`src/rtl/mips_isa_pkg.sv`:
```
// MIPS ISA constants shared by the encoder and the main/ALU decoders.
// Opcodes, functs, ALU control codes, request classes and the NOP word.
package mips_isa_pkg;

    localparam logic [5:0] OP_RTYPE = 6'b000000;
    localparam logic [5:0] OP_LW    = 6'b100011;
    localparam logic [5:0] OP_SW    = 6'b101011;
    localparam logic [5:0] OP_BEQ   = 6'b000100;
    localparam logic [5:0] OP_ADDI  = 6'b001000;
    localparam logic [5:0] OP_J     = 6'b000010;

    localparam logic [5:0] FN_ADD = 6'b100000;
    localparam logic [5:0] FN_SUB = 6'b100010;
    localparam logic [5:0] FN_AND = 6'b100100;
    localparam logic [5:0] FN_OR  = 6'b100101;
    localparam logic [5:0] FN_SLT = 6'b101010;

    localparam logic [2:0] ALU_ADD = 3'b010;
    localparam logic [2:0] ALU_SUB = 3'b110;
    localparam logic [2:0] ALU_AND = 3'b000;
    localparam logic [2:0] ALU_OR  = 3'b001;
    localparam logic [2:0] ALU_SLT = 3'b111;

    localparam logic [2:0] KIND_RTYPE = 3'd0;
    localparam logic [2:0] KIND_LW    = 3'd1;
    localparam logic [2:0] KIND_SW    = 3'd2;
    localparam logic [2:0] KIND_BEQ   = 3'd3;
    localparam logic [2:0] KIND_ADDI  = 3'd4;
    localparam logic [2:0] KIND_J     = 3'd5;

    localparam logic [31:0] NOP = 32'h0000_0000;

    typedef struct packed {
        logic        err;
        logic [31:0] word;
    } enc_t;

endpackage

```
`src/rtl/mips_instr_encoder_if.sv`:
```
// Request and response valid/ready streams of the instruction encoder.
// master drives requests and consumes words; slave is the encoder.
interface mips_instr_encoder_if;

    logic        in_valid;
    logic        in_ready;
    logic [2:0]  in_kind;
    logic [2:0]  in_alu;
    logic [4:0]  in_rs;
    logic [4:0]  in_rt;
    logic [4:0]  in_rd;
    logic [15:0] in_imm;
    logic [25:0] in_target;
    logic        out_valid;
    logic        out_ready;
    logic [31:0] out_instr;
    logic        out_err;

    modport master (
        output in_valid, in_kind, in_alu, in_rs, in_rt,
        output in_rd, in_imm, in_target, out_ready,
        input  in_ready, out_valid, out_instr, out_err
    );

    modport slave (
        input  in_valid, in_kind, in_alu, in_rs, in_rt,
        input  in_rd, in_imm, in_target, out_ready,
        output in_ready, out_valid, out_instr, out_err
    );

endinterface

```
`src/rtl/mips_instr_encoder_fifo.sv`:
```
// Synchronous circular-buffer FIFO, pointers one bit wider than the
// index so full and empty are distinguishable; push+pop legal when full.
module sync_fifo #(
    parameter int WIDTH = 33,
    parameter int DEPTH = 4
) (
    input  logic             clk_i,
    input  logic             rst_ni,
    input  logic             push_i,
    input  logic [WIDTH-1:0] data_i,
    input  logic             pop_i,
    output logic [WIDTH-1:0] data_o,
    output logic             full_o,
    output logic             empty_o
);

    localparam int AW = $clog2(DEPTH);

    logic [AW:0]      wr_ptr_q, wr_ptr_d;
    logic [AW:0]      rd_ptr_q, rd_ptr_d;
    logic [WIDTH-1:0] mem_q [DEPTH];
    logic             do_push;
    logic             do_pop;

    assign empty_o = (wr_ptr_q == rd_ptr_q);
    assign full_o  = (wr_ptr_q[AW] != rd_ptr_q[AW]) &&
                     (wr_ptr_q[AW-1:0] == rd_ptr_q[AW-1:0]);

    assign do_pop  = pop_i && !empty_o;
    assign do_push = push_i && (!full_o || do_pop);

    // Empty head reads as zero so a flushed FIFO shows a NOP word.
    assign data_o = empty_o ? '0 : mem_q[rd_ptr_q[AW-1:0]];

    always_comb begin
        wr_ptr_d = wr_ptr_q;
        rd_ptr_d = rd_ptr_q;
        if (do_push) wr_ptr_d = wr_ptr_q + 1'b1;
        if (do_pop)  rd_ptr_d = rd_ptr_q + 1'b1;
    end

    always_ff @(posedge clk_i) begin
        if (!rst_ni) begin
            wr_ptr_q <= '0;
            rd_ptr_q <= '0;
        end else begin
            wr_ptr_q <= wr_ptr_d;
            rd_ptr_q <= rd_ptr_d;
        end
    end

    always_ff @(posedge clk_i) begin
        if (do_push) mem_q[wr_ptr_q[AW-1:0]] <= data_i;
    end

endmodule

```
`src/rtl/mips_instr_encoder.sv`:
```
// Builds MIPS instruction words from class/ALU code/fields, registers them
// once and buffers them in an output FIFO; illegal requests become NOP+err.
module mips_instr_encoder
    import mips_isa_pkg::*;
#(
    parameter int DEPTH = 4,
    parameter int CNT_W = 16
) (
    input  logic                 clock,
    input  logic                 reset_n,
    mips_instr_encoder_if.slave  bus,
    output logic [CNT_W-1:0]     cnt_instr,
    output logic [CNT_W-1:0]     cnt_err
);

    enc_t             enc;
    enc_t             s1_q, s1_d;
    enc_t             head;
    logic             s1_valid_q, s1_valid_d;
    logic             s1_move;
    logic             accept;
    logic             fifo_full;
    logic             fifo_empty;
    logic             pop;
    logic [5:0]       funct;
    logic [CNT_W-1:0] cnt_instr_q, cnt_instr_d;
    logic [CNT_W-1:0] cnt_err_q, cnt_err_d;

    always_comb begin
        enc.word = NOP;
        enc.err  = 1'b0;
        funct    = FN_ADD;
        case (bus.in_kind)
            KIND_RTYPE: begin
                case (bus.in_alu)
                    ALU_ADD: funct = FN_ADD;
                    ALU_SUB: funct = FN_SUB;
                    ALU_AND: funct = FN_AND;
                    ALU_OR:  funct = FN_OR;
                    ALU_SLT: funct = FN_SLT;
                    default: enc.err = 1'b1;
                endcase
                if (!enc.err) begin
                    enc.word = {OP_RTYPE, bus.in_rs, bus.in_rt,
                                bus.in_rd, 5'b00000, funct};
                end
            end
            KIND_LW:   enc.word = {OP_LW, bus.in_rs, bus.in_rt, bus.in_imm};
            KIND_SW:   enc.word = {OP_SW, bus.in_rs, bus.in_rt, bus.in_imm};
            KIND_BEQ:  enc.word = {OP_BEQ, bus.in_rs, bus.in_rt, bus.in_imm};
            KIND_ADDI: enc.word = {OP_ADDI, bus.in_rs, bus.in_rt, bus.in_imm};
            KIND_J:    enc.word = {OP_J, bus.in_target};
            default:   enc.err = 1'b1;
        endcase
    end

    assign pop          = !fifo_empty && bus.out_ready;
    assign s1_move      = s1_valid_q && (!fifo_full || pop);
    // Ready is a function of stage state only, never of in_valid.
    assign bus.in_ready = reset_n && (!s1_valid_q || s1_move);
    assign accept       = bus.in_valid && bus.in_ready;

    always_comb begin
        s1_valid_d  = s1_valid_q;
        s1_d        = s1_q;
        cnt_instr_d = cnt_instr_q;
        cnt_err_d   = cnt_err_q;
        if (accept) begin
            s1_valid_d = 1'b1;
            s1_d       = enc;
            if (enc.err) begin
                if (cnt_err_q != '1) cnt_err_d = cnt_err_q + CNT_W'(1);
            end else begin
                if (cnt_instr_q != '1) cnt_instr_d = cnt_instr_q + CNT_W'(1);
            end
        end else if (s1_move) begin
            s1_valid_d = 1'b0;
        end
    end

    always_ff @(posedge clock) begin
        if (!reset_n) begin
            s1_valid_q  <= 1'b0;
            s1_q        <= '0;
            cnt_instr_q <= '0;
            cnt_err_q   <= '0;
        end else begin
            s1_valid_q  <= s1_valid_d;
            s1_q        <= s1_d;
            cnt_instr_q <= cnt_instr_d;
            cnt_err_q   <= cnt_err_d;
        end
    end

    sync_fifo #(
        .WIDTH (33),
        .DEPTH (DEPTH)
    ) u_fifo (
        .clk_i   (clock),
        .rst_ni  (reset_n),
        .push_i  (s1_move),
        .data_i  (s1_q),
        .pop_i   (pop),
        .data_o  (head),
        .full_o  (fifo_full),
        .empty_o (fifo_empty)
    );

    assign bus.out_valid = !fifo_empty;
    assign bus.out_instr = head.word;
    assign bus.out_err   = head.err;
    assign cnt_instr     = cnt_instr_q;
    assign cnt_err       = cnt_err_q;

endmodule

```
`src/flat_wrapper.sv`:
```
// flat-port wrapper written by rule: the top's interface ports become plain ports
module mips_instr_encoder_flat import mips_isa_pkg::*;
#(
    parameter int DEPTH = 4,
    parameter int CNT_W = 16
)
  (clock, reset_n, cnt_instr, cnt_err, bus_in_valid, bus_in_kind, bus_in_alu, bus_in_rs, bus_in_rt, bus_in_rd, bus_in_imm, bus_in_target, bus_out_ready, bus_in_ready, bus_out_valid, bus_out_instr, bus_out_err);
  mips_instr_encoder_if bus_i ();
  input  logic clock;
  input  logic reset_n;
  output logic [CNT_W-1:0] cnt_instr;
  output logic [CNT_W-1:0] cnt_err;
  input wire logic [$bits(bus_i.in_valid)-1:0] bus_in_valid;
  input wire logic [$bits(bus_i.in_kind)-1:0] bus_in_kind;
  input wire logic [$bits(bus_i.in_alu)-1:0] bus_in_alu;
  input wire logic [$bits(bus_i.in_rs)-1:0] bus_in_rs;
  input wire logic [$bits(bus_i.in_rt)-1:0] bus_in_rt;
  input wire logic [$bits(bus_i.in_rd)-1:0] bus_in_rd;
  input wire logic [$bits(bus_i.in_imm)-1:0] bus_in_imm;
  input wire logic [$bits(bus_i.in_target)-1:0] bus_in_target;
  input wire logic [$bits(bus_i.out_ready)-1:0] bus_out_ready;
  output wire logic [$bits(bus_i.in_ready)-1:0] bus_in_ready;
  output wire logic [$bits(bus_i.out_valid)-1:0] bus_out_valid;
  output wire logic [$bits(bus_i.out_instr)-1:0] bus_out_instr;
  output wire logic [$bits(bus_i.out_err)-1:0] bus_out_err;
  assign bus_i.in_valid = bus_in_valid;
  assign bus_i.in_kind = bus_in_kind;
  assign bus_i.in_alu = bus_in_alu;
  assign bus_i.in_rs = bus_in_rs;
  assign bus_i.in_rt = bus_in_rt;
  assign bus_i.in_rd = bus_in_rd;
  assign bus_i.in_imm = bus_in_imm;
  assign bus_i.in_target = bus_in_target;
  assign bus_i.out_ready = bus_out_ready;
  assign bus_in_ready = bus_i.in_ready;
  assign bus_out_valid = bus_i.out_valid;
  assign bus_out_instr = bus_i.out_instr;
  assign bus_out_err = bus_i.out_err;
  mips_instr_encoder #(.DEPTH(DEPTH), .CNT_W(CNT_W)) u_core (.clock(clock), .reset_n(reset_n), .bus(bus_i), .cnt_instr(cnt_instr), .cnt_err(cnt_err));
endmodule
```
`config.mk`:
```
export PLATFORM = sky130hd
export DESIGN_NAME = mips_instr_encoder_flat
export DESIGN_NICKNAME = d
export VERILOG_FILES = /design/src/rtl/mips_isa_pkg.sv /design/src/rtl/mips_instr_encoder_if.sv /design/src/rtl/mips_instr_encoder_fifo.sv /design/src/rtl/mips_instr_encoder.sv /design/src/flat_wrapper.sv
export SDC_FILE = /design/constraint.sdc
export NUM_CORES = 1
export LEC_CHECK = 0
export BUFFER_PORTS_ARGS = -buffer_cell sky130_fd_sc_hd__buf_2
export CAP_MARGIN = 5
export CORE_ASPECT_RATIO = 0.8
export CORE_MARGIN = 1.5
export CORE_UTILIZATION = 43
export DETAILED_ROUTE_END_ITERATION = 8
export PLACE_DENSITY = 0.74
export SYNTH_ARGS = -nofsm -noshare
export SYNTH_HDL_FRONTEND = slang
export SYNTH_HIERARCHICAL = 1
export SYNTH_SLANG_ARGS = --single-unit
```
`constraint.sdc`:
```
create_clock -name clock -period 6.8 [get_ports clock]
set_clock_uncertainty 0.1 [all_clocks]
set_input_delay 0 -clock clock [delete_from_list [all_inputs] [get_ports clock]]
set_output_delay 0 -clock clock [all_outputs]
set_load 0.01 [all_outputs]
```
Word-level counts from Yosys, hierarchy flattened
Memory sizes are Yosys's and may differ from the RTL's. A register that Yosys moved wholly into a read port is not among the register bits.
Cells that the tools add are included.
Word-level totals
  register bits after elaboration: 72
  bits in writable memories: 132
  output and inout port bits: 67
  logic and storage cells: 60
  memories: 1
Cells by class
  add/subtract/negate cells: 4
  equal/unequal tests: 14
  mux-type cells: 13
  bitwise gates (word level): 1
  reductions and logical operators: 20
Memory list
  u_core.u_fifo.mem_q: depth 4, bits a word 33, rd ports 1, clocked after memory_dff 1, write ports 1, RTL line mips_instr_encoder_fifo.sv:21  | logic [WIDTH-1:0] mem_q [DEPTH];
Operators with widths (number)
  32-bit case mux with 6 select lines: 1
  33-bit two-way mux: 1
  16-bit by 1-bit adder with 16-bit output (second input constant): 2
  16-bit != test (second input constant): 2
  26-bit two-way mux: 1
  4-bit case mux with 4 select lines: 1
  3-bit equality test (second input constant): 4
  5-bit OR reduction: 2
  3-bit by 2-bit equality test with 1-bit output (second input constant): 3
  1-bit logical AND: 7
  3-bit by 1-bit adder with 3-bit output (second input constant): 2
  3-bit by 1-bit equality test with 1-bit output (second input constant): 2
  3-bit zero test: 2
  1-bit two-way mux: 6
  3-bit AND reduction: 2
  2-bit two-way mux: 2
  3-bit equality test: 1
  1-bit zero test: 3
  1-bit logical OR: 3
  2-bit equality test: 1
  1-bit case mux with 2 select lines: 1
  2-bit nonzero test: 1
  1-bit != test: 1
  1-bit NOT: 1

Longest topological paths before layout
  depth in word-level cells: 9
  mapped depth: 12
  mapped depth without buffers: 9

By module
Netlist, hierarchy kept.
Modules (own cells, without submodules)
  sync_fifo: instances 1, cells each 262, area an instance 5475.3 sq um, seq. area each 4124.0 sq um
  mips_instr_encoder: instances 1, cells each 393, area an instance 3191.8 sq um, seq. area each 1281.2 sq um

Worst setup path after synthesis
Ideal clock, no wire load.
  path type: register to register
  start point: register u_core.u_fifo.wr_ptr_q[0]
  end point: memory u_core.u_fifo.mem_q[3][0] (enable)
  library setup time: 0.446 ns
  data arrival time: 3.269 ns
  data required time: 6.254 ns
  setup slack: 2.985 ns
  stages on the path, launching flop included: 8
  period minus slack after synthesis: 3.815 ns
  path through: dfxtp_1 -> xor2_1 -> nor3_4 -> buf_2 -> nand2b_1 -> a21boi_0 -> nand2_1 -> a41oi_1
Between the ends
  cells in the longest elaborated chain, start to end: 8
RTL lines
  from (decl): RTL line mips_instr_encoder_fifo.sv:19  | logic [AW:0] wr_ptr_q, wr_ptr_d;
  from (signal assigned): RTL line mips_instr_encoder_fifo.sv:47  | wr_ptr_q <= wr_ptr_d;
  3-bit equality test: RTL line mips_instr_encoder_fifo.sv:25  | assign empty_o = (wr_ptr_q == rd_ptr_q);
  named net u_core.fifo_empty: RTL line mips_instr_encoder.sv:23  | logic fifo_empty;
  1-bit zero test: RTL line mips_instr_encoder.sv:57  | assign pop = !fifo_empty && bus.out_ready;
  1-bit logical AND: RTL line mips_instr_encoder.sv:57
  1-bit logical OR: RTL line mips_instr_encoder.sv:58  | assign s1_move = s1_valid_q && (!fifo_full || pop);
  1-bit logical AND: RTL line mips_instr_encoder.sv:58
  named net u_core.s1_move: RTL line mips_instr_encoder.sv:20  | logic s1_move;
  1-bit logical AND: RTL line mips_instr_encoder_fifo.sv:30  | assign do_push = push_i && (!full_o || do_pop);
  1-bit two-way mux: RTL line mips_instr_encoder_fifo.sv:53  | if (do_push) mem_q[wr_ptr_q[AW-1:0]] <= data_i;
  1-bit two-way mux (not written as such): RTL line mips_instr_encoder_fifo.sv:53
  to (decl): RTL line mips_instr_encoder_fifo.sv:21
The timed path passes the listed nets, and every way through them passes these cells.

Worst setup path after layout
  start point: register u_core.u_fifo.wr_ptr_q[0]
  end point: register u_core/s1_q[22] in the netlist's numbering
Between the ends
  cells in the longest elaborated chain, start to end: 8
RTL lines
  3-bit equality test: RTL line mips_instr_encoder_fifo.sv:25
  named net u_core.fifo_empty: RTL line mips_instr_encoder.sv:23
  1-bit zero test: RTL line mips_instr_encoder.sv:57
  1-bit logical AND: RTL line mips_instr_encoder.sv:57
  named net u_core.pop: RTL line mips_instr_encoder.sv:24  | logic pop;
  1-bit logical OR: RTL line mips_instr_encoder.sv:58
  1-bit logical AND: RTL line mips_instr_encoder.sv:58
  1-bit logical OR: RTL line mips_instr_encoder.sv:60  | assign bus.in_ready = reset_n && (!s1_valid_q || s1_move);
  1-bit logical AND: RTL line mips_instr_encoder.sv:60
  1-bit logical AND: RTL line mips_instr_encoder.sv:61  | assign accept = bus.in_valid && bus.in_ready;
  to (signal assigned): RTL line mips_instr_encoder.sv:84  | s1_q <= '0;
  to (signal assigned): RTL line mips_instr_encoder.sv:89  | s1_q <= s1_d;
  to (decl): RTL line mips_instr_encoder.sv:17  | enc_t s1_q, s1_d;
The timed path passes the listed nets, and every way through them passes these cells.
A chain may end at the register's enable or synchronous reset.

==> flow_summary.json <==
{
  "reg2reg_to": "u_core/s1_q[22]$_SDFFE_PN0P_",
  "num_io_pins": 134,
  "fin_nets": 920,
  "die_h_um": 130,
  "finalCriticalPeriod_ns": 3.54,
  "synth_edf_count": 132,
  "drc_errors": 0,
  "place_worst_setup_slack_ns": 3.78,
  "holdCritStartpoint": "reset_n",
  "postSynthCellCount": 655,
  "ys_ff_latch": 204,
  "synth_top_area_cell": "edfxtp_1",
  "rrSetupSlack_ns": 3.26,
  "maxCapViolations": 0,
  "postCtsResizedCells": 0,
  "synth_top_area_frac": 0.457,
  "path_delay_family": "simple AND/OR/NAND/NOR gates",
  "grt_use_total": 0.185,
  "finish.instance_area_mm2": 0.0108,
  "synth_top_flop_cell": "edfxtp_1",
  "leakagePower_nw": 4.15,
  "place_hpwl_um": 12300,
  "cts_buffer_depth": 3,
  "cts_setup_buffers": 0,
  "cts_root_buf": "clkbuf_16",
  "period_share": 0.521,
  "cts_tree": "built",
  "r2r-start": "u_core/u_fifo/wr_ptr_q[0]$_SDFFE_PN0P_",
  "drtIter0Drc": 355,
  "rows": 46,
  "gr-usage-met3": 0.0375,
  "ir_worst_vdd_mv": 0.171,
  "slowest_delay_ns": 0.84,
  "antenna_left": 0,
  "slew_viol_final": 0,
  "crit_slowest_cell": "and2_1",
  "antenna_found_initial": 3,
  "grt_max_degree": 53,
  "viasPerCell": 5.45,
  "die_x_um": 162,
  "cp_common_cell": "inv_1",
  "worst_pin_slew_ns": 1.04,
  "synth_area_leaders": "edfxtp_1 (46%), dfxtp_1 (17%), mux4_2 (8.6%)",
  "placed_area_mm2": 0.00960,
  "drt_first_pass_iters": 7,
  "status": "finished, final reports clean",
  "port_buffers": 133,
  "hold_path.class": "in -> reg",
  "synth-warning-count": 6,
  "core_mm2": 0.0198,
  "critical_path_class": "reg -> reg",
  "numCtsBuffers": 21,
  "globalRouteOverflowTotal": 0,
  "area_growth_pct": 24.9,
  "finalPower_mw": 2.62,
  "drt-wirelength-per-cell_um": 17.5,
  "grt_most_used_layer": "met2",
  "fp.dieArea_mm2": 0.0210,
  "path_max_fanout": 25,
  "utilization": 0.547,
  "ys_seq_area_frac": 0.624,
  "min_to": "u_core/cnt_instr[5]$_SDFFE_PN0P_",
  "grt_first_pass_wirelength_um": 30100,
  "first_global_vias": 5627,
  "wl_um": 19700,
  "holdWs_ns": 0.0303,
  "start_util": 0.438,
  "critPathBufInv": 3,
  "postCtsHoldBufs": 60,
  "final-hold-violation-count": 0,
  "use_met1": 0.253,
  "holdPathStages": 4,
  "timing.critical_path.cells": "xor2_1, nor3_4, nand2b_1, inv_1, o21ai_1, inv_1, and2_1, nand3_1, a31oi_1, dlygate4sd3_1",
  "clock.fmax_ghz": 0.282,
  "cts_sinks": 204,
  "postSynthAreaPerCell_um2": 13.2,
  "start_kind": "flop",
  "cp.arrival_ns": 3.87,
  "drive_above_1_share": 0.247,
  "dp.cells": 1027,
  "ys_types": 63,
  "rsz0062_at_grt": "false",
  "synth_area_mm2": 0.00867,
  "reg2reg_depth": 10,
  "cp-end-kind": "flop",
  "power_density_mw_per_mm2": 242,
  "ys_async_sr_fraction": 0,
  "setup_ws_ns": 3.26,
  "grt.met2_usage": 0.302,
  "clk_latency_ns": 0.49,
  "path_clk_slew_ns": 0.06,
  "required_ns": 7.13,
  "relSlewSlack": 0.306,
  "final-setup-viol-count": 0,
  "htree_levels": 1,
  "instances_no_fill": 1128,
  "place_congestion": 0.830,
  "via_count": 6142,
  "setup_tns_ns": 0
}
-- cell usage after synthesis, types with 3 or more instances --
library cell	number
o21ai_0	12
mux2i_1	27
a222oi_1	5
nand2b_1	11
a31oi_1	15
clkbuf_1	21
dfxtp_1	72
and3_1	9
and2b_1	4
nand2_1	65
o31ai_1	5
a21oi_1	14
or4_1	5
nand4_1	11
inv_1	12
nor2_1	32
a211oi_1	11
and2_1	8
edfxtp_1	132
buf_2	7
nor3_1	15
ha_1	7
xnor2_1	7
xor2_1	3
nor2b_1	31
nand3_1	33
and4_1	5
mux4_2	33
-- worst max-delay path by stage --
| stage | from | end | slack (ns) | cells after the start |
|---|---|---|---|---|
| after floorplan | u_core/u_fifo/wr_ptr_q[0]$_SDFFE_PN0P_ | u_core/u_fifo/mem_q[3][0]$_DFFE_PP_ | 2.98 | 7 |
| after global placement | u_core/u_fifo/rd_ptr_q[2]$_SDFFE_PN0P_ | u_core/u_fifo/mem_q[0][6]$_DFFE_PP_ | 3.94 | 6 |
| after detailed placement | u_core/u_fifo/wr_ptr_q[0]$_SDFFE_PN0P_ | u_core/u_fifo/mem_q[0][16]$_DFFE_PP_ | 3.78 | 6 |
| after CTS | u_core/u_fifo/wr_ptr_q[0]$_SDFFE_PN0P_ | u_core/s1_q[20]$_SDFFE_PN0P_ | 3.31 | 10 |
| after global routing | u_core/u_fifo/wr_ptr_q[0]$_SDFFE_PN0P_ | u_core/s1_q[22]$_SDFFE_PN0P_ | 2.97 | 10 |
| final | u_core/u_fifo/wr_ptr_q[0]$_SDFFE_PN0P_ | u_core/s1_q[22]$_SDFFE_PN0P_ | 3.26 | 10 |
-- final cells by class --
class / instances / area (um2)
multi-input combinational: 408 / 3110
timing repair buffer: 198 / 1300
tap: 264 / 330
sequential: 204 / 5410
fill: 1636 / 8970
inverter: 13 / 48.8
clock buffer: 30 / 579
antenna: 3 / 7.51
clock inverter: 8 / 45.0
-- worst reg2reg max path, cell delays in order (launching register included) --
cell           delay, ns
dfxtp_1             0.44
xor2_1              0.38
nor3_4              0.08
nand2b_1            0.19
inv_1               0.15
o21ai_1             0.16
inv_1               0.18
and2_1              0.84
nand3_1             0.16
a31oi_1             0.21
dlygate4sd3_1       0.58
-- cell usage in the layout (no fill, tap or decap), types with 5 or more instances in the layout --
| cell type | n |
|---|---|
| xnor2_1 | 7 |
| nand2b_1 | 11 |
| buf_4 | 5 |
| clkbuf_1 | 7 |
| edfxtp_1 | 132 |
| and3_1 | 9 |
| nor3_1 | 14 |
| ha_1 | 7 |
| dfxtp_1 | 70 |
| buf_2 | 133 |
| nor2_1 | 31 |
| nand2_1 | 65 |
| or4_1 | 5 |
| nand3_1 | 33 |
| nor2b_1 | 31 |
| dlygate4sd3_1 | 60 |
| a21oi_1 | 14 |
| o21ai_0 | 12 |
| mux4_2 | 33 |
| inv_1 | 12 |
| a222oi_1 | 5 |
| and2_1 | 5 |
| mux2i_1 | 27 |
| nand4_1 | 11 |
| a211oi_1 | 11 |
| a31oi_1 | 15 |
| clkbuf_16 | 21 |
| o31ai_1 | 5 |
| and4_1 | 5 |
-- per-layer routing --
| metal | wire [um] | share of wire | vias to the layer above |
|---|---|---|---|
| li1 | - | - | 2883 |
| met1 | 8580 | 0.44 | 2963 |
| met2 | 9180 | 0.47 | 255 |
| met3 | 1430 | 0.072 | 41 |
| met4 | 543 | 0.028 | 0 |
| met5 | 0 | 0 | - |
-- kinds of logic after synthesis --
logic type,count (synthesis),share of synthesized area
AO/OA/AOI/OAI,85,0.0684
buffers and inverters,46,0.0228
XOR/XNOR,10,0.0101
flip-flops,204,0.624
adder cells (fa/ha/maj),7,0.0101
AND/OR/NAND/NOR,242,0.148
multiplexers,60,0.117
other,1,0.000433
-- state kept, by name, summed over array words and instances (netlist names), named ones only --
register / count
u_core/cnt_err: 16
u_core/cnt_instr: 16
u_core/s1_q: 31
u_core/s1_valid_q: 1
u_core/u_fifo/mem_q: 132
u_core/u_fifo/rd_ptr_q: 3
u_core/u_fifo/wr_ptr_q: 3
-- where the power goes --
group	internal (mW)	switching [mW]
logic	0.0972	0.114
registers	1.35	0.0193
clock network	0.594	0.446
total	2.04	0.580
Power figures use the tool's default switching activity.
